$ cat src/rtl/sys_cmd_ctrl_if.sv
// sys_cmd_ctrl_if: byte-stream, register-file, ALU and TX FIFO signals of the command controller.
interface sys_cmd_ctrl_if #(
  parameter int DATA_WIDTH    = 8,
  parameter int ADDR_WIDTH    = 4,
  parameter int ALU_FUN_WIDTH = 4
);
  logic [DATA_WIDTH-1:0]    rx_data;
  logic                     rx_valid;
  logic [ADDR_WIDTH-1:0]    rf_addr;
  logic                     rf_wr_en;
  logic [DATA_WIDTH-1:0]    rf_wr_data;
  logic                     rf_rd_en;
  logic [DATA_WIDTH-1:0]    rf_rd_data;
  logic                     rf_rd_valid;
  logic                     alu_en;
  logic [ALU_FUN_WIDTH-1:0] alu_fun;
  logic [2*DATA_WIDTH-1:0]  alu_out;
  logic                     alu_out_valid;
  logic                     clk_gate_en;
  logic [DATA_WIDTH-1:0]    tx_data;
  logic                     tx_wr_en;
  logic                     tx_full;
  logic                     cmd_error;
  modport master (
    input  rx_data, rx_valid, rf_rd_data, rf_rd_valid, alu_out, alu_out_valid, tx_full,
    output rf_addr, rf_wr_en, rf_wr_data, rf_rd_en, alu_en, alu_fun, clk_gate_en, tx_data, tx_wr_en, cmd_error
  );
  modport slave (
    output rx_data, rx_valid, rf_rd_data, rf_rd_valid, alu_out, alu_out_valid, tx_full,
    input  rf_addr, rf_wr_en, rf_wr_data, rf_rd_en, alu_en, alu_fun, clk_gate_en, tx_data, tx_wr_en, cmd_error
  );
endinterface

$ cat src/rtl/sys_cmd_ctrl.sv
// sys_cmd_ctrl: framed command decoder driving register file, ALU and TX FIFO.
// Define CMD_TIMEOUT_EN to abort frames that stall for TIMEOUT_CYCLES cycles.
module sys_cmd_ctrl #(
  parameter int DATA_WIDTH     = 8,
  parameter int ADDR_WIDTH     = 4,
  parameter int ALU_FUN_WIDTH  = 4,
  parameter int TIMEOUT_CYCLES = 1024
) (
  input logic            clk,
  input logic            rst_n,
  sys_cmd_ctrl_if.master bus
);
  typedef enum logic [3:0] {
    IDLE, WR_ADDR, WR_DATA, RD_ADDR, RD_WAIT, OP_A, OP_B, ALU_FUN, ALU_WAIT, TX_LO, TX_HI, TX_RD
  } state_t;
  localparam logic [DATA_WIDTH-1:0] OP_WR = 'hAA, OP_RD = 'hBB, OP_ALU = 'hCC, OP_FUN = 'hDD;
  state_t state, state_d;
  logic [ADDR_WIDTH-1:0] addr, addr_d;
  logic [DATA_WIDTH-1:0] data, data_d;
  logic [ALU_FUN_WIDTH-1:0] fun, fun_d;
  logic [2*DATA_WIDTH-1:0] res, res_d;
  logic wr, wr_d, rd, rd_d, alu, alu_d, err, err_d, gate, gate_d;
  logic in_tx, busy, timeout;
  assign in_tx = state inside {TX_LO, TX_HI, TX_RD};
  assign busy  = in_tx || state inside {RD_WAIT, ALU_WAIT};
`ifdef CMD_TIMEOUT_EN
  localparam int CW = $clog2(TIMEOUT_CYCLES + 1);
  logic [CW-1:0] cnt;
  logic kick;
  assign kick    = bus.rx_valid || bus.rf_rd_valid || bus.alu_out_valid;
  assign timeout = state != IDLE && !kick && cnt == CW'(TIMEOUT_CYCLES - 1);
  always_ff @(posedge clk or negedge rst_n)
    if (!rst_n) cnt <= '0;
    else cnt <= (state == IDLE || kick || timeout) ? '0 : cnt + 1'b1;
`else
  assign timeout = 1'b0;
`endif
  always_ff @(posedge clk or negedge rst_n)
    if (!rst_n) begin
      state <= IDLE;
      addr  <= '0;
      data  <= '0;
      fun   <= '0;
      res   <= '0;
      {wr, rd, alu, err, gate} <= '0;
    end else begin
      state <= state_d;
      addr  <= addr_d;
      data  <= data_d;
      fun   <= fun_d;
      res   <= res_d;
      {wr, rd, alu, err, gate} <= {wr_d, rd_d, alu_d, err_d, gate_d};
    end
  always_comb begin
    state_d = state;
    addr_d  = addr;
    data_d  = data;
    fun_d   = fun;
    res_d   = res;
    gate_d  = gate;
    {wr_d, rd_d, alu_d, err_d} = '0;
    case (state)
      IDLE: if (bus.rx_valid) begin
        state_d = bus.rx_data == OP_WR  ? WR_ADDR :
                  bus.rx_data == OP_RD  ? RD_ADDR :
                  bus.rx_data == OP_ALU ? OP_A    :
                  bus.rx_data == OP_FUN ? ALU_FUN : IDLE;
        err_d   = state_d == IDLE;
        gate_d  = state_d == ALU_FUN;
      end
      WR_ADDR: if (bus.rx_valid) begin
        addr_d  = bus.rx_data[ADDR_WIDTH-1:0];
        state_d = WR_DATA;
      end
      WR_DATA: if (bus.rx_valid) begin
        data_d  = bus.rx_data;
        wr_d    = 1'b1;
        state_d = IDLE;
      end
      RD_ADDR: if (bus.rx_valid) begin
        addr_d  = bus.rx_data[ADDR_WIDTH-1:0];
        rd_d    = 1'b1;
        state_d = RD_WAIT;
      end
      RD_WAIT: if (bus.rf_rd_valid) begin
        res_d   = {{DATA_WIDTH{1'b0}}, bus.rf_rd_data};
        state_d = TX_RD;
      end
      OP_A: if (bus.rx_valid) begin
        data_d  = bus.rx_data;
        addr_d  = '0;
        wr_d    = 1'b1;
        state_d = OP_B;
      end
      OP_B: if (bus.rx_valid) begin
        data_d  = bus.rx_data;
        addr_d  = ADDR_WIDTH'(1);
        wr_d    = 1'b1;
        gate_d  = 1'b1;
        state_d = ALU_FUN;
      end
      ALU_FUN: if (bus.rx_valid) begin
        fun_d   = bus.rx_data[ALU_FUN_WIDTH-1:0];
        alu_d   = 1'b1;
        state_d = ALU_WAIT;
      end
      ALU_WAIT: if (bus.alu_out_valid) begin
        res_d   = bus.alu_out;
        state_d = TX_LO;
      end
      TX_LO: state_d = bus.tx_full ? TX_LO : TX_HI;
      TX_HI: if (!bus.tx_full) begin
        gate_d  = 1'b0;
        state_d = IDLE;
      end
      TX_RD: state_d = bus.tx_full ? TX_RD : IDLE;
      default: state_d = IDLE;
    endcase
    if (bus.rx_valid && busy) err_d = 1'b1;
    if (timeout) begin
      state_d = IDLE;
      {wr_d, rd_d, alu_d, gate_d} = '0;
      err_d   = 1'b1;
    end
  end
  assign bus.rf_addr     = addr;
  assign bus.rf_wr_data  = data;
  assign bus.rf_wr_en    = wr;
  assign bus.rf_rd_en    = rd;
  assign bus.alu_en      = alu;
  assign bus.alu_fun     = fun;
  assign bus.clk_gate_en = gate;
  assign bus.cmd_error   = err;
  assign bus.tx_wr_en    = in_tx && !bus.tx_full && !timeout;
  assign bus.tx_data     = state == TX_HI ? res[2*DATA_WIDTH-1:DATA_WIDTH] :
                           in_tx          ? res[DATA_WIDTH-1:0] : '0;
endmodule

$ cat src/flat_wrapper.sv
// flat-port wrapper written by rule: the top's interface ports become plain ports
module sys_cmd_ctrl_flat 
#(
  parameter int DATA_WIDTH     = 8,
  parameter int ADDR_WIDTH     = 4,
  parameter int ALU_FUN_WIDTH  = 4,
  parameter int TIMEOUT_CYCLES = 1024
)
  (clk, rst_n, bus_rx_data, bus_rx_valid, bus_rf_rd_data, bus_rf_rd_valid, bus_alu_out, bus_alu_out_valid, bus_tx_full, bus_rf_addr, bus_rf_wr_en, bus_rf_wr_data, bus_rf_rd_en, bus_alu_en, bus_alu_fun, bus_clk_gate_en, bus_tx_data, bus_tx_wr_en, bus_cmd_error);
  sys_cmd_ctrl_if #(.DATA_WIDTH(DATA_WIDTH), .ADDR_WIDTH(ADDR_WIDTH), .ALU_FUN_WIDTH(ALU_FUN_WIDTH)) bus_i ();
  input logic clk;
  input logic rst_n;
  input wire logic [$bits(bus_i.rx_data)-1:0] bus_rx_data;
  input wire logic [$bits(bus_i.rx_valid)-1:0] bus_rx_valid;
  input wire logic [$bits(bus_i.rf_rd_data)-1:0] bus_rf_rd_data;
  input wire logic [$bits(bus_i.rf_rd_valid)-1:0] bus_rf_rd_valid;
  input wire logic [$bits(bus_i.alu_out)-1:0] bus_alu_out;
  input wire logic [$bits(bus_i.alu_out_valid)-1:0] bus_alu_out_valid;
  input wire logic [$bits(bus_i.tx_full)-1:0] bus_tx_full;
  output wire logic [$bits(bus_i.rf_addr)-1:0] bus_rf_addr;
  output wire logic [$bits(bus_i.rf_wr_en)-1:0] bus_rf_wr_en;
  output wire logic [$bits(bus_i.rf_wr_data)-1:0] bus_rf_wr_data;
  output wire logic [$bits(bus_i.rf_rd_en)-1:0] bus_rf_rd_en;
  output wire logic [$bits(bus_i.alu_en)-1:0] bus_alu_en;
  output wire logic [$bits(bus_i.alu_fun)-1:0] bus_alu_fun;
  output wire logic [$bits(bus_i.clk_gate_en)-1:0] bus_clk_gate_en;
  output wire logic [$bits(bus_i.tx_data)-1:0] bus_tx_data;
  output wire logic [$bits(bus_i.tx_wr_en)-1:0] bus_tx_wr_en;
  output wire logic [$bits(bus_i.cmd_error)-1:0] bus_cmd_error;
  assign bus_i.rx_data = bus_rx_data;
  assign bus_i.rx_valid = bus_rx_valid;
  assign bus_i.rf_rd_data = bus_rf_rd_data;
  assign bus_i.rf_rd_valid = bus_rf_rd_valid;
  assign bus_i.alu_out = bus_alu_out;
  assign bus_i.alu_out_valid = bus_alu_out_valid;
  assign bus_i.tx_full = bus_tx_full;
  assign bus_rf_addr = bus_i.rf_addr;
  assign bus_rf_wr_en = bus_i.rf_wr_en;
  assign bus_rf_wr_data = bus_i.rf_wr_data;
  assign bus_rf_rd_en = bus_i.rf_rd_en;
  assign bus_alu_en = bus_i.alu_en;
  assign bus_alu_fun = bus_i.alu_fun;
  assign bus_clk_gate_en = bus_i.clk_gate_en;
  assign bus_tx_data = bus_i.tx_data;
  assign bus_tx_wr_en = bus_i.tx_wr_en;
  assign bus_cmd_error = bus_i.cmd_error;
  sys_cmd_ctrl #(.DATA_WIDTH(DATA_WIDTH), .ADDR_WIDTH(ADDR_WIDTH), .ALU_FUN_WIDTH(ALU_FUN_WIDTH), .TIMEOUT_CYCLES(TIMEOUT_CYCLES)) u_core (.clk(clk), .rst_n(rst_n), .bus(bus_i));
endmodule
$ cat config.mk
export PLATFORM = sky130hd
export DESIGN_NAME = sys_cmd_ctrl_flat
export DESIGN_NICKNAME = d
export VERILOG_FILES = /design/src/rtl/sys_cmd_ctrl_if.sv /design/src/rtl/sys_cmd_ctrl.sv /design/src/flat_wrapper.sv
export SDC_FILE = /design/constraint.sdc
export NUM_CORES = 1
export LEC_CHECK = 0
export CAP_MARGIN = 20
export CORE_MARGIN = 2
export CORE_UTILIZATION = 45
export CTS_CLUSTER_SIZE = 12
export DETAILED_ROUTE_END_ITERATION = 10
export MAX_ROUTING_LAYER = met4
export PLACE_DENSITY_LB_ADDON = 0.12
export SYNTH_ARGS = -nofsm -noshare
export SYNTH_HDL_FRONTEND = slang
export SYNTH_SLANG_ARGS = --single-unit
$ cat constraint.sdc
create_clock -name clk -period 3.3 [get_ports clk]
set_input_delay 0.495 -clock clk [delete_from_list [all_inputs] [get_ports clk]]
set_output_delay 0.495 -clock clk [all_outputs]
set_load 0.1 [all_outputs]
---- After elaboration in Yosys (flattened, before gate mapping) ----
Cells that the tools add are included.
operators by class
  eq/ne operators ......................... 27
  muxes and demuxes ....................... 36
  reduce and logical (&&, ||, !) cells .... 18
operator list
  cell                count
  $mux 4              16
  $pmux 4 s12         1
  $eq 8x8->1 const B  4
  $mux 16             2
  $pmux 16 s2         1
  $eq 4x3->1 const B  5
  $ne 2x2->1 const B  10
  $eq 4x4->1 const B  4
  $mux 8              2
  $pmux 4 s3          1
  $mux 1              10
  $reduce_and 10->1   1
  $reduce_bool 3->1   3
  $eq 4x2->1 const B  2
  $logic_not 4->1     2
  $reduce_and 4->1    2
  $eq 4x1->1 const B  1
  $reduce_and 2->1    2
  $mux 3              1
  $pmux 1 s3          1
  $reduce_and 3->1    1
  $reduce_or 3->1     1
  $logic_and 1x1->1   2
  $mux 2              1
  other kinds (5)     5
word-level totals
  bits in registers ....................... 41
  output and inout bits ................... 30

---- Depth between registers and ports, before layout ----
  depth in word-level cells ............... 9
  depth in mapped cells ................... 6
  gate-level depth less buffers ........... 4

---- Worst setup path after synthesis ----
OpenSTA, ideal clock, no wires.
  path kind ............................... flip-flop to output port
  start ................................... register u_core.state[2]
  end ..................................... output bus_tx_wr_en
  arrival ................................. 2.994 ns
  setup slack ............................. -0.189 ns
  stages on the path, launching flop included .. 5
  path buffers ............................ 2
  path through ............................ dfrtp_1 > buf_4 > nand2b_2 > buf_2 > nor3_1
between the ends
  cells in the longest elaborated chain, start to end .. 3
  elaborated cells on any way between the ends .. 5
  classes of those cells .................. eq/ne: 3; reduce/logical: 2
RTL lines
  what                    RTL line             text
  start, declared         sys_cmd_ctrl.sv:17   state_t state, state_d;
  start signal, assigned  sys_cmd_ctrl.sv:47   state <= state_d;
  $eq 4x4->1              sys_cmd_ctrl.sv:24   assign in_tx = state inside {TX_LO, TX_HI, TX_RD};
  $reduce_bool 3->1 *     sys_cmd_ctrl.sv:24
  $logic_and 1x1->1 *     sys_cmd_ctrl.sv:134  assign bus.tx_wr_en = in_tx && !bus.tx_full && !timeout;
  end, declared           flat_wrapper.sv:28   output wire logic [$bits(bus_i.tx_wr_en)-1:0] bus_tx_wr_en;
Mark *: on every way between the ends. The rest lies on a longest branch, timed or not.

---- Final worst setup path ----
  start ................................... register u_core.state[1]
  end ..................................... output bus_tx_data[2]
between the ends
  cells in the longest elaborated chain, start to end .. 4
  elaborated cells on any way between the ends .. 6
  classes of those cells .................. eq/ne: 3; mux: 2; reduce/logical: 1
RTL lines
  what                           RTL line                                 text
  $eq 4x4->1 (on tied branches)  sys_cmd_ctrl.sv:24, sys_cmd_ctrl.sv:135
  $reduce_bool 3->1              sys_cmd_ctrl.sv:24
  $mux 8                         sys_cmd_ctrl.sv:136                      in_tx ? res[DATA_WIDTH-1:0] : '0;
  $mux 8 *                       sys_cmd_ctrl.sv:135                      assign bus.tx_data = state == TX_HI ? res[2*DATA_WIDTH-1:DATA_WIDTH] :
  end, declared                  flat_wrapper.sv:27                       output wire logic [$bits(bus_i.tx_data)-1:0] bus_tx_data;
Marked as above.

==> impl_results.md <==
* Final setup TNS at 0 ns
* Share of flip-flops with an asynchronous set or reset at 100%
* RSZ-0062 raised after global routing: no
* P&R area growth vs syn at 36.1%
* Antenna Nets Post-Route at 0
* Initial antenna violation count at 0
* Gpl congestion at 0.853
* Number of synthesized flops with an enable pin at 0
* Synthesized flop and latch total at 41
* Worst Tran Pin Value at roughly 0.98 ns
* Routed WL per cell at ~16 um
* HPWL Detailed at around 3600 um
* Crit path top cell by count: nor2_1
* Syn_nets at 240
* Cells after Synth at ~200
* Crit path kind: register to output port
* Avg Inst Size Synth at 10.6 sq um
* Period utilisation layout at approximately nine tenths
* Register share of total power at between 20% and 30%
* Post-layout util at 62.5%
* Post-synthesis sequential area ratio at 47.9%
* Yosys cell types at 48
* H-tree depth at 2
* Largest net degree at the start of global routing at 42
* Drt pass-1 iters at 4
* Final Max Tran Viols at 0
* Die Footprint at around 5300 sq um
* Resized cells post-CTS at 0
* Vias per std cell at roughly 5.6
* Area contributors post-synth: dfrtp_1 (48%), mux2_2 (6.8%), a22o_1 (4.1%)
* Ys Warns at 0
* Final instance area at around 2900 sq um
* Drt drc at 0
* First-pass GRT wire length at 8340 um
* NetSw at approximately 0.0016 W
* Pwr Density at between 1000 and 1500 nW/um^2
* Clock share of power at between 10% and 20%
* GR Overflow Total at 0
* Critical Path, Cell by Cell: clkinv_1 -> nor2_1 -> a22oi_1 -> nor2_1 -> buf_4
* Critical path's slowest cell: dfrtp_1
* LEAKAGE at about 1.2 nW
* Row cnt at 25
* Max IR drop VDD at 0.417 mV
* CTS tree: done
* Chip width at 73.0 um
* Post-DP Area at between 2000 and 3000 sq um
* Delay-heaviest family, CP: simple AND/OR/NAND/NOR gates
* Tmin final at about 3.0 ns
* GR peak layer: met2
* Hold violation count in the final report at 0
* Clk slew on worst S/H paths at approximately 0.070 ns
* Max stage delay on crit path at 0.60 ns
* DRT iter0 DRCs at 148
* Total wire length at roughly 5000 um
* Fin nets at 303
* Clk_skew at between 0.003 and 0.004 ns
* Worst slew margin at between 30% and 40%
* Post-synth top area share at between 40% and 50%
* Clk sink count at between 40 and 50
* Met3 Track Usage GR at under 10%
* Num CTS Buffers at 5
* Status: complete, no violations
* Clk buf depth at 2
* Buf/Inv on CP at 2
* Setup violators final at 0
* Synth Flop Type: dfrtp_1
* Internal power at between 0.001 and 0.0015 W
* # port buffers at 67
* Initial Util at a little under half
* Most frequent cell after synthesis: dfrtp_1
* Core Area at 4660 sq um
* Worst min path class: input port to asynchronous set/reset pin
* Clock Latency Late Sink at ~0.29 ns
* Cell Area, Synth at 2140 sq um
* Yosys top cell by area: dfrtp_1
* Comb pwr share at a little under three fifths
* Fraction of layout cells with a size suffix above 1 at between 10% and 20%
* I/O pin total at 68
* Antenna diode count at 0
* Critical path arrival at 2.47 ns
* Routed vias at between 1500 and 2000
* Most frequent cells after synthesis: dfrtp_1 (41), nor2_1 (22), a21oi_1 (13), mux2_2 (13), nand2_1 (13)
* Achievable Freq at 337 MHz
* Vias in the first global route at between 1500 and 2000
* Critical Path Start Type: register
* Post-CTS Setup Repair Bufs at 0
* Sw Ratio at between 50% and 60%
* CP Capture Type: output port
* Post-CTS Hold Fix Bufs at 0
* CP required at between 2 and 3 ns
* Routing usage on met1 at 27.4%
* Met2 Use GR at about a third
* Chip height at 73.0 um
* All-Layer GR Usage at 21.1%
* Root Driver: clkbuf_8
* Filler instances at 407
* CP Max Fanout at 15
* Maxcap violations at 0
## routing by layer
| layer | routed length [um] | vias to the layer above |
|---|---|---|
| met5 | 0 | - |
| met4 | 53 | 0 |
| met3 | 282 | 7 |
| met2 | 2460 | 65 |
| met1 | 2210 | 846 |
| li1 | - | 863 |
## stage by stage
step / instances / total power [W] / hold WS (ns) / worst slack [ns]
2_1_floorplan: 202 / 0.00228 / 0.199 / 0.424
3_3_place_gp: 312 / 0.00267 / 0.461 / 0.795
3_5_place_dp: 312 / 0.00268 / 0.470 / 0.709
4_1_cts: 320 / 0.00311 / 0.355 / 0.353
5_1_grt: 320 / 0.00326 / 0.406 / 0.133
6_report: 320 / 0.00309 / 0.332 / 0.334
## flip-flops by register name, summed over array words and instances, names as in the netlist
signal	flops
u_core.bus.rf_rd_en	1
u_core.res	16
u_core.bus.clk_gate_en	1
u_core.bus.alu_en	1
u_core.state	4
u_core.bus.cmd_error	1
u_core.bus.rf_wr_data	8
u_core.bus.rf_wr_en	1
u_core.bus.alu_fun	4
u_core.bus.rf_addr	4
## power by group through the flow
stage | clock, W | sequential [W] | combinational [W]
2_1_floorplan | 0 | 0.00156 | 0.000717
3_3_place_gp | 0 | 0.000916 | 0.00175
3_5_place_dp | 0 | 0.000920 | 0.00176
4_1_cts | 0.000428 | 0.000911 | 0.00177
5_1_grt | 0.000450 | 0.000943 | 0.00186
6_report | 0.000419 | 0.000908 | 0.00176
## cell usage in the layout (no fill, tap or decap), drive strengths merged, types with 2 or more instances in the layout
cell and n:
nor2b 3, a22o 10, nand3b 2, o211ai 3, mux2i 8, and2 2
a22oi 8, and4bb 2, and3 2, nand3 2, buf 10, o22ai 2
nand2b 3, inv 5, clkdlybuf4s50 57, o2111ai 2, nor3b 2, dfrtp 41
and3b 2, nand2 13, clkbuf 7, a21oi 14, nor2 23, o21ai 8
mux2 14, o31ai 3, nor3 3, a21boi 2
## worst reg2reg max path, stage by stage (launching register included)
cell and delay [ns]:
dfrtp_1 0.85, nand2_1 0.21, o21ai_0 0.22, and2_1 0.41, mux2_2 0.39
## final cells by class
cell class              count  area (sq um)  share of cell area [%]
repair buffers             67           643                    22.1
clock buffers               7          86.3                    2.96
well taps                  54          67.6                    2.32
inverters                   6          22.5                   0.773
multi-input cells         144          1040                    35.6
flip-flops and latches     41          1030                    35.2
clock inverters             1          30.0                    1.03
## worst paths after layout
check                                                        from                                   end  slack (ns)  cells past startpoint
max in group asynchronous                                   rst_n           u_core.bus.alu_en$_DFF_PN0_        2.41                      1
worst max register to register        u_core.state[0]$_DFFE_PN0P_  u_core.bus.rf_wr_data[4]$_DFFE_PN0P_        1.12                      4
worst min-delay path                                        rst_n           u_core.state[0]$_DFFE_PN0P_        0.33                      1
worst min register to register  u_core.bus.rf_addr[1]$_DFFE_PN0P_     u_core.bus.rf_addr[1]$_DFFE_PN0P_        0.48                      2
min in group clk                u_core.bus.rf_addr[1]$_DFFE_PN0P_     u_core.bus.rf_addr[1]$_DFFE_PN0P_        0.48                      2
worst max-delay path                  u_core.state[1]$_DFFE_PN0P_                        bus_tx_data[2]        0.33                      5
## kinds of logic (layout without fill, tap and decap cells)
kind of cell	count (synthesis)	count (layout)	synth area share [%]
AO/OA/AOI/OAI	59	59	20.0
XOR/XNOR	1	1	0.409
buffers and inverters	17	81	3.86
flip-flops	41	41	47.9
multiplexers	22	22	11.3
AND/OR/NAND/NOR	62	62	16.5
Note: power is estimated with default switching activity, not from simulation.
